### src/rtl/serializador_bits.sv
// serializador_bits: byte FIFO feeding an MSB-first bit serializer.
// Emits one bit per clock with a registered valid flag. A one-cycle
// `inicio` pulse marks the first bit of each contiguous burst.
module serializador_bits #(
  parameter int PROFUNDIDADE = 4
) (
  input  logic                          clk,
  input  logic                          rst,
  input  logic [7:0]                    dado_in,
  input  logic                          dado_valido,
  output logic                          pronto,
  output logic                          bit_out,
  output logic                          bit_valido,
  output logic                          inicio,
  output logic [$clog2(PROFUNDIDADE):0] ocupacao
);

  localparam int AW = $clog2(PROFUNDIDADE);
  localparam logic [AW:0]   OCUP_MAX = (AW+1)'(PROFUNDIDADE);
  localparam logic [AW:0]   OCUP_UM  = (AW+1)'(1);
  localparam logic [AW-1:0] PTR_UM   = AW'(1);

  typedef enum logic {OCIOSO, DESLOCA} estado_t;

  // FIFO storage and bookkeeping
  logic [7:0]    mem_q [PROFUNDIDADE];
  logic [AW-1:0] wr_ptr_q, wr_ptr_d;
  logic [AW-1:0] rd_ptr_q, rd_ptr_d;
  logic [AW:0]   ocup_q, ocup_d;

  // Serializer state
  estado_t       estado_q;
  logic [7:0]    desl_q;
  logic [2:0]    cnt_q;
  logic          bit_out_q, bit_valido_q, inicio_q;

  logic          vazio, cheio, push, pop;
  logic [7:0]    cabeca;

  assign cheio  = (ocup_q == OCUP_MAX);
  assign vazio  = (ocup_q == '0);
  assign pronto = !cheio;
  assign push   = dado_valido && pronto;
  assign cabeca = mem_q[rd_ptr_q];

  // A byte leaves the FIFO when the shifter is idle, or when its last bit
  // is on the output, so consecutive bytes run with no gap. Because
  // ocupacao is registered, a freshly pushed byte cannot be popped at the
  // same edge it is written.
  assign pop = !vazio && ((estado_q == OCIOSO) || (cnt_q == 3'd0));

  assign bit_out    = bit_out_q;
  assign bit_valido = bit_valido_q;
  assign inicio     = inicio_q;
  assign ocupacao   = ocup_q;

  // Next-state for pointers and occupancy. A simultaneous push and pop
  // leaves the occupancy unchanged.
  always_comb begin
    wr_ptr_d = wr_ptr_q;
    rd_ptr_d = rd_ptr_q;
    ocup_d   = ocup_q;
    if (push) wr_ptr_d = wr_ptr_q + PTR_UM;
    if (pop)  rd_ptr_d = rd_ptr_q + PTR_UM;
    case ({push, pop})
      2'b10:   ocup_d = ocup_q + OCUP_UM;
      2'b01:   ocup_d = ocup_q - OCUP_UM;
      default: ocup_d = ocup_q;
    endcase
  end

  // FIFO data array. It is not reset because the pointers define which
  // entries are meaningful. Writes are gated off while reset is high.
  always_ff @(posedge clk) begin
    if (push && !rst) mem_q[wr_ptr_q] <= dado_in;
  end

  // FIFO pointers and occupancy
  always_ff @(posedge clk or posedge rst) begin
    if (rst) begin
      wr_ptr_q <= '0;
      rd_ptr_q <= '0;
      ocup_q   <= '0;
    end else begin
      wr_ptr_q <= wr_ptr_d;
      rd_ptr_q <= rd_ptr_d;
      ocup_q   <= ocup_d;
    end
  end

  // Serializer FSM with registered bit, valid and start outputs
  always_ff @(posedge clk or posedge rst) begin
    if (rst) begin
      estado_q     <= OCIOSO;
      desl_q       <= '0;
      cnt_q        <= '0;
      bit_out_q    <= 1'b0;
      bit_valido_q <= 1'b0;
      inicio_q     <= 1'b0;
    end else begin
      case (estado_q)
        OCIOSO: begin
          if (!vazio) begin
            desl_q       <= cabeca;
            bit_out_q    <= cabeca[7];
            bit_valido_q <= 1'b1;
            inicio_q     <= 1'b1;
            cnt_q        <= 3'd7;
            estado_q     <= DESLOCA;
          end else begin
            bit_valido_q <= 1'b0;
            inicio_q     <= 1'b0;
          end
        end
        DESLOCA: begin
          inicio_q <= 1'b0;
          if (cnt_q != 3'd0) begin
            // bit_out already holds desl_q[7], so bit 6 is the next one out
            desl_q    <= {desl_q[6:0], 1'b0};
            bit_out_q <= desl_q[6];
            cnt_q     <= cnt_q - 3'd1;
          end else if (!vazio) begin
            // Back-to-back byte: the burst continues, so there is no new start pulse
            desl_q    <= cabeca;
            bit_out_q <= cabeca[7];
            cnt_q     <= 3'd7;
          end else begin
            bit_valido_q <= 1'b0;
            bit_out_q    <= 1'b0;
            estado_q     <= OCIOSO;
          end
        end
        default: estado_q <= OCIOSO;
      endcase
    end
  end

endmodule

### config.mk
export PLATFORM = sky130hd
export DESIGN_NAME = serializador_bits
export DESIGN_NICKNAME = d
export VERILOG_FILES = /design/src/rtl/serializador_bits.sv
export SDC_FILE = /design/constraint.sdc
export NUM_CORES = 1
export LEC_CHECK = 0
export BUFFER_PORTS_ARGS = -buffer_cell sky130_fd_sc_hd__buf_4
export CORE_MARGIN = 5
export CORE_UTILIZATION = 52
export DETAILED_ROUTE_END_ITERATION = 16
export HOLD_SLACK_MARGIN = 0.03
export PLACE_DENSITY = 0.82
export SYNTH_ARGS = -nofsm -noshare
export SYNTH_HDL_FRONTEND = slang
export SYNTH_SLANG_ARGS = --single-unit
export TNS_END_PERCENT = 10
### constraint.sdc
create_clock -name clk -period 3.55 [get_ports clk]
set_input_delay 0.71 -clock clk [delete_from_list [all_inputs] [get_ports clk]]
set_output_delay 0.71 -clock clk [all_outputs]
set_load 0.02 [all_outputs]
=== After elaboration in Yosys (flattened, before gate mapping) ===
Memory sizes are Yosys's and may differ from the RTL's.
Index checks and enable logic that the tools add are counted.

* Reduce and logical (&&, ||, !) cells: 12
* Add/subtract/negate cells: 5
* Bitwise operators: 1
* Mux-type cells: 20
* Equal/unequal tests: 6

{| class="wikitable"
|+ Operators with widths
! cell !! count
|-
| two-way mux 8 bit || 2
|-
| one-hot mux 8 bit (2 select lines) || 1
|-
| one-hot mux 3 bit (2 select lines) || 2
|-
| two-way mux 1 bit || 9
|-
| one-hot mux 1 bit (2 select lines) || 4
|-
| logical NOT 3 bit || 2
|-
| two-way mux 3 bit || 2
|-
| subtractor 3 x 1 -> 3 bit (second input constant) || 2
|-
| adder 2 x 1 -> 2 bit (second input constant) || 2
|-
| inequality test 2 bit (second input constant) || 2
|-
| adder 3 x 1 -> 3 bit (second input constant) || 1
|-
| equality test 3 bit (second input constant) || 1
|-
| logical AND 1 bit || 3
|-
| logical NOT 1 bit || 3
|-
| nonzero test 3 bit || 1
|-
| equality test 2 x 1 -> 1 bit (second input constant) || 1
|-
| equality test 2 bit (second input constant) || 1
|-
| inequality test 2 x 1 -> 1 bit (second input constant) || 1
|-
| AND reduction 2 bit || 1
|-
| nonzero test 2 bit || 1
|-
| logical OR 1 bit || 1
|-
| inverter 1 bit || 1
|}

* Register bits after elaboration: 22
* Output and inout bits: 7
* Memories: 1
* Bits in writable memories: 32
* Word-level logic and storage cells: 54
* Bits of input ports: 11

{| class="wikitable"
|+ Memory list
! memory !! depth !! width !! rd ports !! clocked after Yosys merged registers in !! wr ports !! RTL line !! source
|-
| mem_q || 4 || 8 || 1 || 0 || 1 || 26 || <nowiki>logic [7:0] mem_q [PROFUNDIDADE];</nowiki>
|}

=== Logic depth before layout (Yosys ltp) ===
Gate-level depths: netlist of the first run.

* Depth after elaboration: 6
* Mapped depth: 10
* Gate-level depth less buffers: 10

=== Worst setup path after synthesis of the first run ===
OpenSTA, ideal clock, no wires.

* Path kind: register to register
* Start: register ocup_q[2], in the netlist ocupacao[2]
* End: register ocup_q[2], in the netlist ocupacao[2]
* Cell stages (with the launch flop): 9
* Arrival time: 2.119 ns
* Setup slack: 1.351 ns
* Data required time: 3.470 ns
* Setup time: 0.080 ns
* Path buffers: 0
* Period minus slack after synthesis: 2.199 ns
* Path through: dfrtp_1 -> or3b_4 -> nand2_2 -> ha_1 -> inv_1 -> fa_1 -> xor2_1 -> nor2_1 -> xor2_1

* Cells in the longest elaborated chain, start to end: 5
* Elaborated cells on any way between the ends: 12
* Classes of those cells: add/sub: 2; eq/ne: 3; mux: 1; reduce/logical: 6

{| class="wikitable"
|+ RTL lines
! what !! RTL line !! source
|-
| start: declaration || 29 || <nowiki>logic [AW:0] ocup_q, ocup_d;</nowiki>
|-
| start signal: assignment || 87 || <nowiki>ocup_q <= ocup_d;</nowiki>
|-
| equality test 3 bit * || 40 || <nowiki>assign cheio = (ocup_q == OCUP_MAX);</nowiki>
|-
| logical NOT 1 bit * || 42 || <nowiki>assign pronto = !cheio;</nowiki>
|-
| net pronto || 11 || <nowiki>output logic pronto,</nowiki>
|-
| logical AND 1 bit * || 43 || <nowiki>assign push = dado_valido && pronto;</nowiki>
|-
| equality test 2 x 1 -> 1 bit or equality test 2 bit (tied branches) || 65 || <nowiki>case ({push, pop})</nowiki>
|-
| one-hot mux 3 bit (2 select lines) or nonzero test 2 bit (tied branches) || -- ||
|}

Mark *: on every way through the listed nets, which the timed path passes. The rest lies on a longest branch.
A chain may end at the register's enable or synchronous reset.

=== Worst setup path after layout of the first run ===
* Start: register cnt_q[0]
* End: register ocup_q[2], in the netlist ocupacao[2]

* Cells in the longest elaborated chain, start to end: 5
* Elaborated cells on any way between the ends: 7
* Classes of those cells: eq/ne: 2; mux: 1; reduce/logical: 4

{| class="wikitable"
|+ RTL lines
! what !! RTL line !! source
|-
| start: declaration || 34 || <nowiki>logic [2:0] cnt_q;</nowiki>
|-
| start signal: assignment || 121 || <nowiki>cnt_q <= cnt_q - 3'd1;</nowiki>
|-
| logical NOT 3 bit * || 50 || <nowiki>assign pop = !vazio && ((estado_q == OCIOSO) || (cnt_q == 3'd0));</nowiki>
|-
| logical OR 1 bit * || 50 ||
|-
| logical AND 1 bit * || 50 ||
|-
| net pop || 37 || <nowiki>logic vazio, cheio, push, pop;</nowiki>
|-
| equality test 2 x 1 -> 1 bit or equality test 2 bit (tied branches) || 65 ||
|-
| one-hot mux 3 bit (2 select lines) or nonzero test 2 bit (tied branches) || -- ||
|}

Marked as above.

==> results of run 1 <==
cell usage in the layout (no fill, tap or decap), types with 3 or more instances in the layout:
cell	instances
sky130_fd_sc_hd__clkbuf_8	5
sky130_fd_sc_hd__edfxtp_1	32
sky130_fd_sc_hd__mux4_1	7
sky130_fd_sc_hd__xor2_1	3
sky130_fd_sc_hd__inv_1	11
sky130_fd_sc_hd__a22oi_1	7
sky130_fd_sc_hd__a21oi_1	3
sky130_fd_sc_hd__nand2_1	7
sky130_fd_sc_hd__dfrtp_1	21
sky130_fd_sc_hd__buf_4	21
sky130_fd_sc_hd__nor3b_1	5
sky130_fd_sc_hd__ha_1	7
sky130_fd_sc_hd__xnor2_1	3
sky130_fd_sc_hd__a2bb2oi_1	6
worst register-to-register path: cells and delay by family, from the launching register on:
| kind | cells | cell delay [ps] |
|---|---|---|
| buf+inv | 2 | 180 |
| xor+xnor | 2 | 300 |
| fa+ha+maj | 3 | 840 |
| simple gates | 2 | 390 |
| flops | 1 | 380 |
| compound gates | 1 | 430 |
metrics by stage:
step / setup WS, ps / std cells / utilization, % / power [mW]
global placement: 1150 / 206 / 57.3 / 1.53
detailed placement: 1000 / 206 / 57.3 / 1.59
global route: 710 / 214 / 59.4 / 2.03
finish: 975 / 214 / 59.4 / 1.91
floorplan: 1350 / 138 / - / 1.40
CTS: 966 / 214 / 59.4 / 1.94
per-layer routing:
layer | up-vias | global-route usage [%] | wire (µm)
li1 | 563 | - | -
met1 | 594 | 15.7 | 1440
met2 | 28 | 23.9 | 2040
met3 | 9 | 3.31 | 136
met4 | 0 | 6.41 | 76
met5 | - | 0 | 0
sequential cells by signal, summed over array words and instances, names as in the netlist:
register	cells
ocupacao	3
bit_out	1
bit_valido	1
mem_q	32
rd_ptr_q	2
estado_q	1
desl_q	7
inicio	1
wr_ptr_q	2
cnt_q	3
final cells by class:
| type | count | area (µm²) | share of cell area (%) |
|---|---|---|---|
| clock buffers | 5 | 68.8 | 2.70 |
| clock inverters | 3 | 25.0 | 0.980 |
| inverters | 11 | 41.3 | 1.62 |
| multi-input cells | 69 | 708 | 27.7 |
| flip-flops and latches | 53 | 1490 | 58.2 |
| well taps | 52 | 65.1 | 2.55 |
| repair buffers | 21 | 158 | 6.18 |
power breakdown:
group | switching [mW] | internal (mW)
Sequential | 0.137 | 0.801
Combinational | 0.308 | 0.320
Clock | 0.200 | 0.144
cells by family (layout without fill, tap and decap cells):
kind of cell	count (synthesis)	after routing	synth area share, %
xor gates and xnor gates	6	6	2.32
muxes	11	11	10.5
and+or+nand+nor	23	23	6.19
adders and majority gates	8	8	4.75
buffers and inverters	16	40	3.09
DFF	53	53	65.6
AOI/OAI and AO/OA	21	21	7.51
final timing paths:
kind | from | to | depth (start not counted)
worst max-delay path | cnt_q[0] | ocupacao[2] | 10
worst min-delay path | bit_valido | bit_valido | 2
worst max register to register | cnt_q[0] | ocupacao[2] | 10
worst min register to register | bit_valido | bit_valido | 2
max in group asynchronous | rst | desl_q[2] | 2
min in group asynchronous | rst | ocupacao[0] | 2
==> load_flow_metrics.sql, run 1 <==
INSERT INTO impl_metrics (metric_group, metric, value, unit) VALUES
('sta', 'slew_limit_headroom', '47.0', '%'),
('placement', 'place_congestion', '0.842', ''),
('grt', 'grt_antenna_before_repair', '0', ''),
('logic_synthesis', 'synth_seq_cells', '53', ''),
('clocking', 'clk_root_buffer_cell', 'sky130_fd_sc_hd__clkbuf_8', ''),
('setup_path', 'timing.critical_path.from_type', 'flop', ''),
('min_path', 'holdCritPathClass', 'reg -> reg', ''),
('logic_synthesis', 'synthTopCellsByCount', '32 x sky130_fd_sc_hd__edfxtp_1, 21 x sky130_fd_sc_hd__dfrtp_1, 11 x sky130_fd_sc_hd__inv_1', ''),
('setup_path', 'timing.setup.critical_path_class', 'reg -> reg', ''),
('setup_path', 'worst-path-buf-inv', '2', ''),
('logic_synthesis', 'async_reset_ff_share', '39.6', '%'),
('floorplan', 'core.rowCount', '24', ''),
('logic_synthesis', 'post_synth_main_area_contributors', 'sky130_fd_sc_hd__edfxtp_1 42%, sky130_fd_sc_hd__dfrtp_1 23%, sky130_fd_sc_hd__mux4_1 8.1%', ''),
('clocking', 'htree_num_levels', '2', ''),
('logic_synthesis', 'synth_area_leader_cell', 'sky130_fd_sc_hd__edfxtp_1', ''),
('setup_path', 'crit_path_max_fanout', '11', ''),
('logic_synthesis', 'synthMostInstantiatedCell', 'sky130_fd_sc_hd__edfxtp_1', ''),
('sta', 'maxClockFrequency', '388', 'MHz'),
('sta', 'hold_ws', '526', 'ps'),
('pwr', 'worst_ir_drop_vdd', '0.000394', 'V'),
('placement', 'final_hpwl_from_detailed_placement', '2.65', 'mm'),
('clocking', 'cts_inserted_buffers', '5', ''),
('logic_synthesis', 'synthesis.area', '2260', 'µm²'),
('logic_synthesis', 'number_of_flops_mapped_to_enable_cells_by_yosys', '32', ''),
('sta', 'timing_hold_violations_final', '0', ''),
('outcome', 'status', 'finished, final reports clean', ''),
('detailed_routing', 'num_vias', '1194', ''),
('clocking', 'cts_buffer_depth', '2', ''),
('finish', 'antenna-diode-count', '0', ''),
('clocking', 'cts_hold_buf', '0', ''),
('finish', 'drive_gt1_share', '21.0', '%'),
('floorplan', 'num_io_pins', '18', ''),
('setup_path', 'max_stage_delay', '430', 'ps'),
('grt', 'grt_start_max_net_pins', '22', ''),
('logic_synthesis', 'ys.flop_type', 'sky130_fd_sc_hd__edfxtp_1', ''),
('detailed_routing', 'dr.first_iter.drc_count', '97', ''),
('setup_path', 'worst-endpoint-required', '3790', 'ps'),
('setup_path', 'regToRegSetupSlack', '970', 'ps'),
('logic_synthesis', 'syn-instance-count', '138', ''),
('sta', 'fin_tns_setup', '0', 'ps'),
('floorplan', 'start_util', '52.7', '%'),
('grt', 'first_global_vias', '1310', ''),
('placement', 'port-buffer-count', '17', ''),
('sta', 'fin_skew', '7.65', 'ps'),
('setup_path', 'crit_path_cell_trace', 'inv_1 -> ha_1 -> nand2b_1 -> a21oi_1 -> ha_1 -> inv_1 -> fa_1 -> xor2_1 -> nor2_1 -> xor2_1', ''),
('placement', 'placed_cell_area', '2460', 'µm²'),
('setup_path', 'worst_path_max_delay_cell', 'sky130_fd_sc_hd__a21oi_1', ''),
('finish', 'finish.instance_area', '2550', 'µm²'),
('sta', 'grt_setup_unrepaired', 'false', ''),
('logic_synthesis', 'syn_avg_cell_area', '16.4', 'µm²'),
('run', 'max_cap_viol_count', '0', ''),
('pwr', 'cellLeakagePower', '1.06', 'nW'),
('logic_synthesis', 'ys.warnings.count', '0', ''),
('setup_path', 'worstSetupEndpointType', 'flop', ''),
('setup_path', 'top_family_by_delay_on_critical_path', 'adder cells', ''),
('floorplan', 'die_area', '5780', 'µm²'),
('grt', 'grt_first_pass_wirelength', '6.27', 'mm'),
('finish', 'flow.area_growth_from_synthesis', '12.7', '%'),
('grt', 'grtUsageTotal', '13.7', '%'),
('logic_synthesis', 'yosys.cell_types.count', '33', ''),
('clocking', 'clkTransAtPathRegs', '100', 'ps'),
('detailed_routing', 'detail-route-antenna-nets', '0', ''),
('sta', 'setup_violations', '0', ''),
('detailed_routing', 'viasPerCell', '5.58', ''),
('floorplan', 'die_width', '76.0', 'µm'),
('detailed_routing', 'post_drt_wl_per_cell', '17.2', 'µm'),
('logic_synthesis', 'synth_nets', '157', ''),
('pwr', 'power.density_cell_area', '748', 'nW/µm²'),
('logic_synthesis', 'synth_largest_type_area_fraction', '42.4', '%'),
('clocking', 'cts_tree', 'yes', ''),
('detailed_routing', 'totalWireLength', '3.69', 'mm');
Power figures use the tool's default switching activity.
==> run 2, diff against run 1 <==
Clock period 3.55 ns to 2.5 ns, I/O delays scaled along.
==> run 2 against run 1 <==
  * Utilization grew 1.5 points
  * Largest cell class unchanged
  * Hold slack worse by 150 ps
  * Worst setup slack got worse by 800 ps
  * Global-route usage is 0.48 points higher
  * Critical endpoint unchanged
  * First-iteration DRC count down 23%
  * Via count rose by 2.8%
==> load_flow_metrics.sql, run 2 (synthesis results as in run 1) <==
INSERT INTO impl_metrics (metric_group, metric, value, unit) VALUES
('sta', 'timing_hold_violations_final', '0', ''),
('placement', 'place_congestion', '0.810', ''),
('floorplan', 'core.rowCount', '24', ''),
('clocking', 'cts_hold_buf', '0', ''),
('detailed_routing', 'drt_pass_1_iters', '4', ''),
('pwr', 'cellLeakagePower', '1.10', 'nW'),
('sta', 'fin_skew', '2.38', 'ps'),
('detailed_routing', 'post_drt_wl_per_cell', '17.7', 'µm'),
('sta', 'layout_setup_ws', '179', 'ps'),
('finish', 'antenna-diode-count', '0', ''),
('detailed_routing', 'num_vias', '1227', ''),
('finish', 'flow.area_growth_from_synthesis', '15.5', '%'),
('setup_path', 'worst-path-buf-inv', '1', ''),
('grt', 'grt_first_pass_wirelength', '6.42', 'mm'),
('detailed_routing', 'viasPerCell', '5.65', ''),
('sta', 'fin_tns_setup', '0', 'ps'),
('sta', 'max_slew_violation_total_from_the_final_report', '0', ''),
('outcome', 'status', 'finished, final reports clean', ''),
('detailed_routing', 'totalWireLength', '3.84', 'mm'),
('clocking', 'clk_latency', '300', 'ps'),
('grt', 'grt_remaining_overflow', '0', ''),
('setup_path', 'crit_path_cell_trace', 'or3b_4 -> nand2_2 -> ha_1 -> inv_1 -> fa_1 -> xor2_1 -> nor2_1 -> xor2_1', ''),
('setup_path', 'worst_path_max_delay_cell', 'sky130_fd_sc_hd__dfrtp_1', ''),
('clocking', 'htree_num_levels', '2', ''),
('floorplan', 'start_util', '52.7', '%'),
('sta', 'maxClockFrequency', '431', 'MHz'),
('finish', 'layout.nets', '183', ''),
('detailed_routing', 'drc', '0', ''),
('setup_path', 'arrival', '2540', 'ps'),
('finish', 'largest_register', 'mem_q', ''),
('grt', 'first_global_vias', '1364', ''),
('sta', 'worst-slew-pin-transition', '803', 'ps'),
('finish', 'largest_register_ffs', '32', ''),
('sta', 'setup_violations', '0', ''),
('setup_path', 'timing.critical_path.from_type', 'flop', ''),
('clocking', 'cts_buffer_depth', '2', ''),
('grt', 'grtUsageTotal', '14.2', '%'),
('setup_path', 'regToRegStartpoint', 'ocupacao[0]', ''),
('setup_path', 'regToRegSetupSlack', '180', 'ps'),
('clocking', 'cts_inserted_buffers', '5', ''),
('clocking', 'number_of_clock_sinks', '53', ''),
('pwr', 'power.density_cell_area', '1110', 'nW/µm²'),
('setup_path', 'max_stage_delay', '470', 'ps'),
('finish', 'drive_gt1_share', '22.4', '%'),
('sta', 'slew_limit_headroom', '46.4', '%'),
('floorplan', 'die_area', '5780', 'µm²'),
('setup_path', 'critical_path.reg2reg.endpoint', 'ocupacao[2]', ''),
('finish', 'layout.cells.most_common', 'sky130_fd_sc_hd__edfxtp_1', ''),
('finish', 'regArea', '1490', 'µm²'),
('clocking', 'cts_tree', 'yes', ''),
('sta', 'fin_crit', '2320', 'ps'),
('placement', 'port-buffer-count', '17', ''),
('grt', 'grt_start_max_net_pins', '22', ''),
('floorplan', 'core_region_area', '4290', 'µm²'),
('sta', 'post-route-period-util', '92.8', '%'),
('finish', 'n_fill_cell', '311', ''),
('setup_path', 'timing.setup.critical_path_class', 'reg -> reg', ''),
('clocking', 'cts.repair.resized', '0', ''),
('floorplan', 'num_io_pins', '18', ''),
('setup_path', 'dominant_cell_type_by_count_on_the_critical_path', 'sky130_fd_sc_hd__xor2_1', ''),
('floorplan', 'chipHeight', '76.0', 'µm'),
('finish', 'largestRegisters', 'mem_q (32), desl_q (7)', ''),
('placement', 'post-place-ws', '243', 'ps'),
('detailed_routing', 'detail_route.wirelength.met1', '1.57', 'mm'),
('setup_path', 'register_to_register_path_depth', '8', ''),
('floorplan', 'die_width', '76.0', 'µm'),
('detailed_routing', 'detail-route-antenna-nets', '0', ''),
('setup_path', 'worst-endpoint-required', '2720', 'ps'),
('detailed_routing', 'met2WireLength', '2.03', 'mm'),
('grt', 'grt_antenna_before_repair', '0', ''),
('finish', 'layout.cells.most_common_list', '32 x sky130_fd_sc_hd__edfxtp_1, 24 x sky130_fd_sc_hd__buf_4, 21 x sky130_fd_sc_hd__dfrtp_1, 11 x sky130_fd_sc_hd__inv_1', ''),
('finish', 'multi_input_comb_area', '708', 'µm²'),
('setup_path', 'top_family_by_delay_on_critical_path', 'simple AND/OR/NAND/NOR gates', ''),
('clocking', 'clkTransAtPathRegs', '90', 'ps'),
('clocking', 'number_of_buffers_added_for_setup_after_cts', '0', ''),
('run', 'max_cap_viol_count', '0', ''),
('min_path', 'holdCritPathClass', 'in -> async', ''),
('setup_path', 'worstSetupEndpointType', 'flop', ''),
('clocking', 'clk_root_buffer_cell', 'sky130_fd_sc_hd__clkbuf_8', ''),
('setup_path', 'crit_path_max_fanout', '7', ''),
('detailed_routing', 'wl_met3', '160', 'µm'),
('detailed_routing', 'dr.first_iter.drc_count', '75', ''),
('detailed_routing', 'topRoutingLayerUsed', 'met4', ''),
('pwr', 'worst_ir_drop_vdd', '0.000589', 'V'),
('sta', 'grt_setup_unrepaired', 'false', ''),
('placement', 'final_hpwl_from_detailed_placement', '2.70', 'mm'),
('sta', 'hold_ws', '379', 'ps');
==> run 2: changes by cell type in the layout (fill, tap and decap cells not counted), sizes merged <==
cell      change
buf           +3
clkinv        +1
bufinv        +2
inv           -2
clkinvlp      -1
==> run 2: how the worst max path moves through the flow <==
stage	to	slack, ps	from	depth (start not counted)
2_1_floorplan	ocupacao[2]	300	ocupacao[2]	8
3_3_place_gp	ocupacao[2]	420	ocupacao[0]	8
3_5_place_dp	ocupacao[2]	240	ocupacao[0]	8
4_1_cts	ocupacao[2]	170	ocupacao[0]	8
5_1_grt	ocupacao[2]	20	cnt_q[0]	10
6_report	ocupacao[2]	180	ocupacao[0]	8
==> run 2: where the power goes <==
| group | internal [mW] | total [mW] | switching [mW] |
|---|---|---|---|
| clock | 0.397 | 0.655 | 0.258 |
| sequential | 1.14 | 1.33 | 0.191 |
| combinational | 0.467 | 0.923 | 0.456 |
==> run 2: area by class of cell <==
cell class                 count  share of cell area (%)
clock buffer                   5                    2.63
sequential                    53                    56.8
clock inverter                 3                    2.49
inverter                      11                    1.58
timing repair buffer          24                    6.89
tap                           52                    2.49
multi-input combinational     69                    27.1
==> run 2: per-stage QoR <==
step,util [%],instance area [µm²],instances,power [mW]
after floorplan,-,2260,138,1.99
after global placement,57.8,2480,209,2.18
after detailed placement,57.8,2480,209,2.27
after CTS,60.9,2620,217,2.94
after global routing,60.9,2620,217,3.08
final,60.9,2620,217,2.91
==> run 2: routing by layer <==
metal / up-vias / GRT usage [%]
met5: - / 0
met1: 616 / 16.1
met2: 29 / 24.6
li1: 572 / -
met3: 10 / 4.37
met4: 0 / 5.87
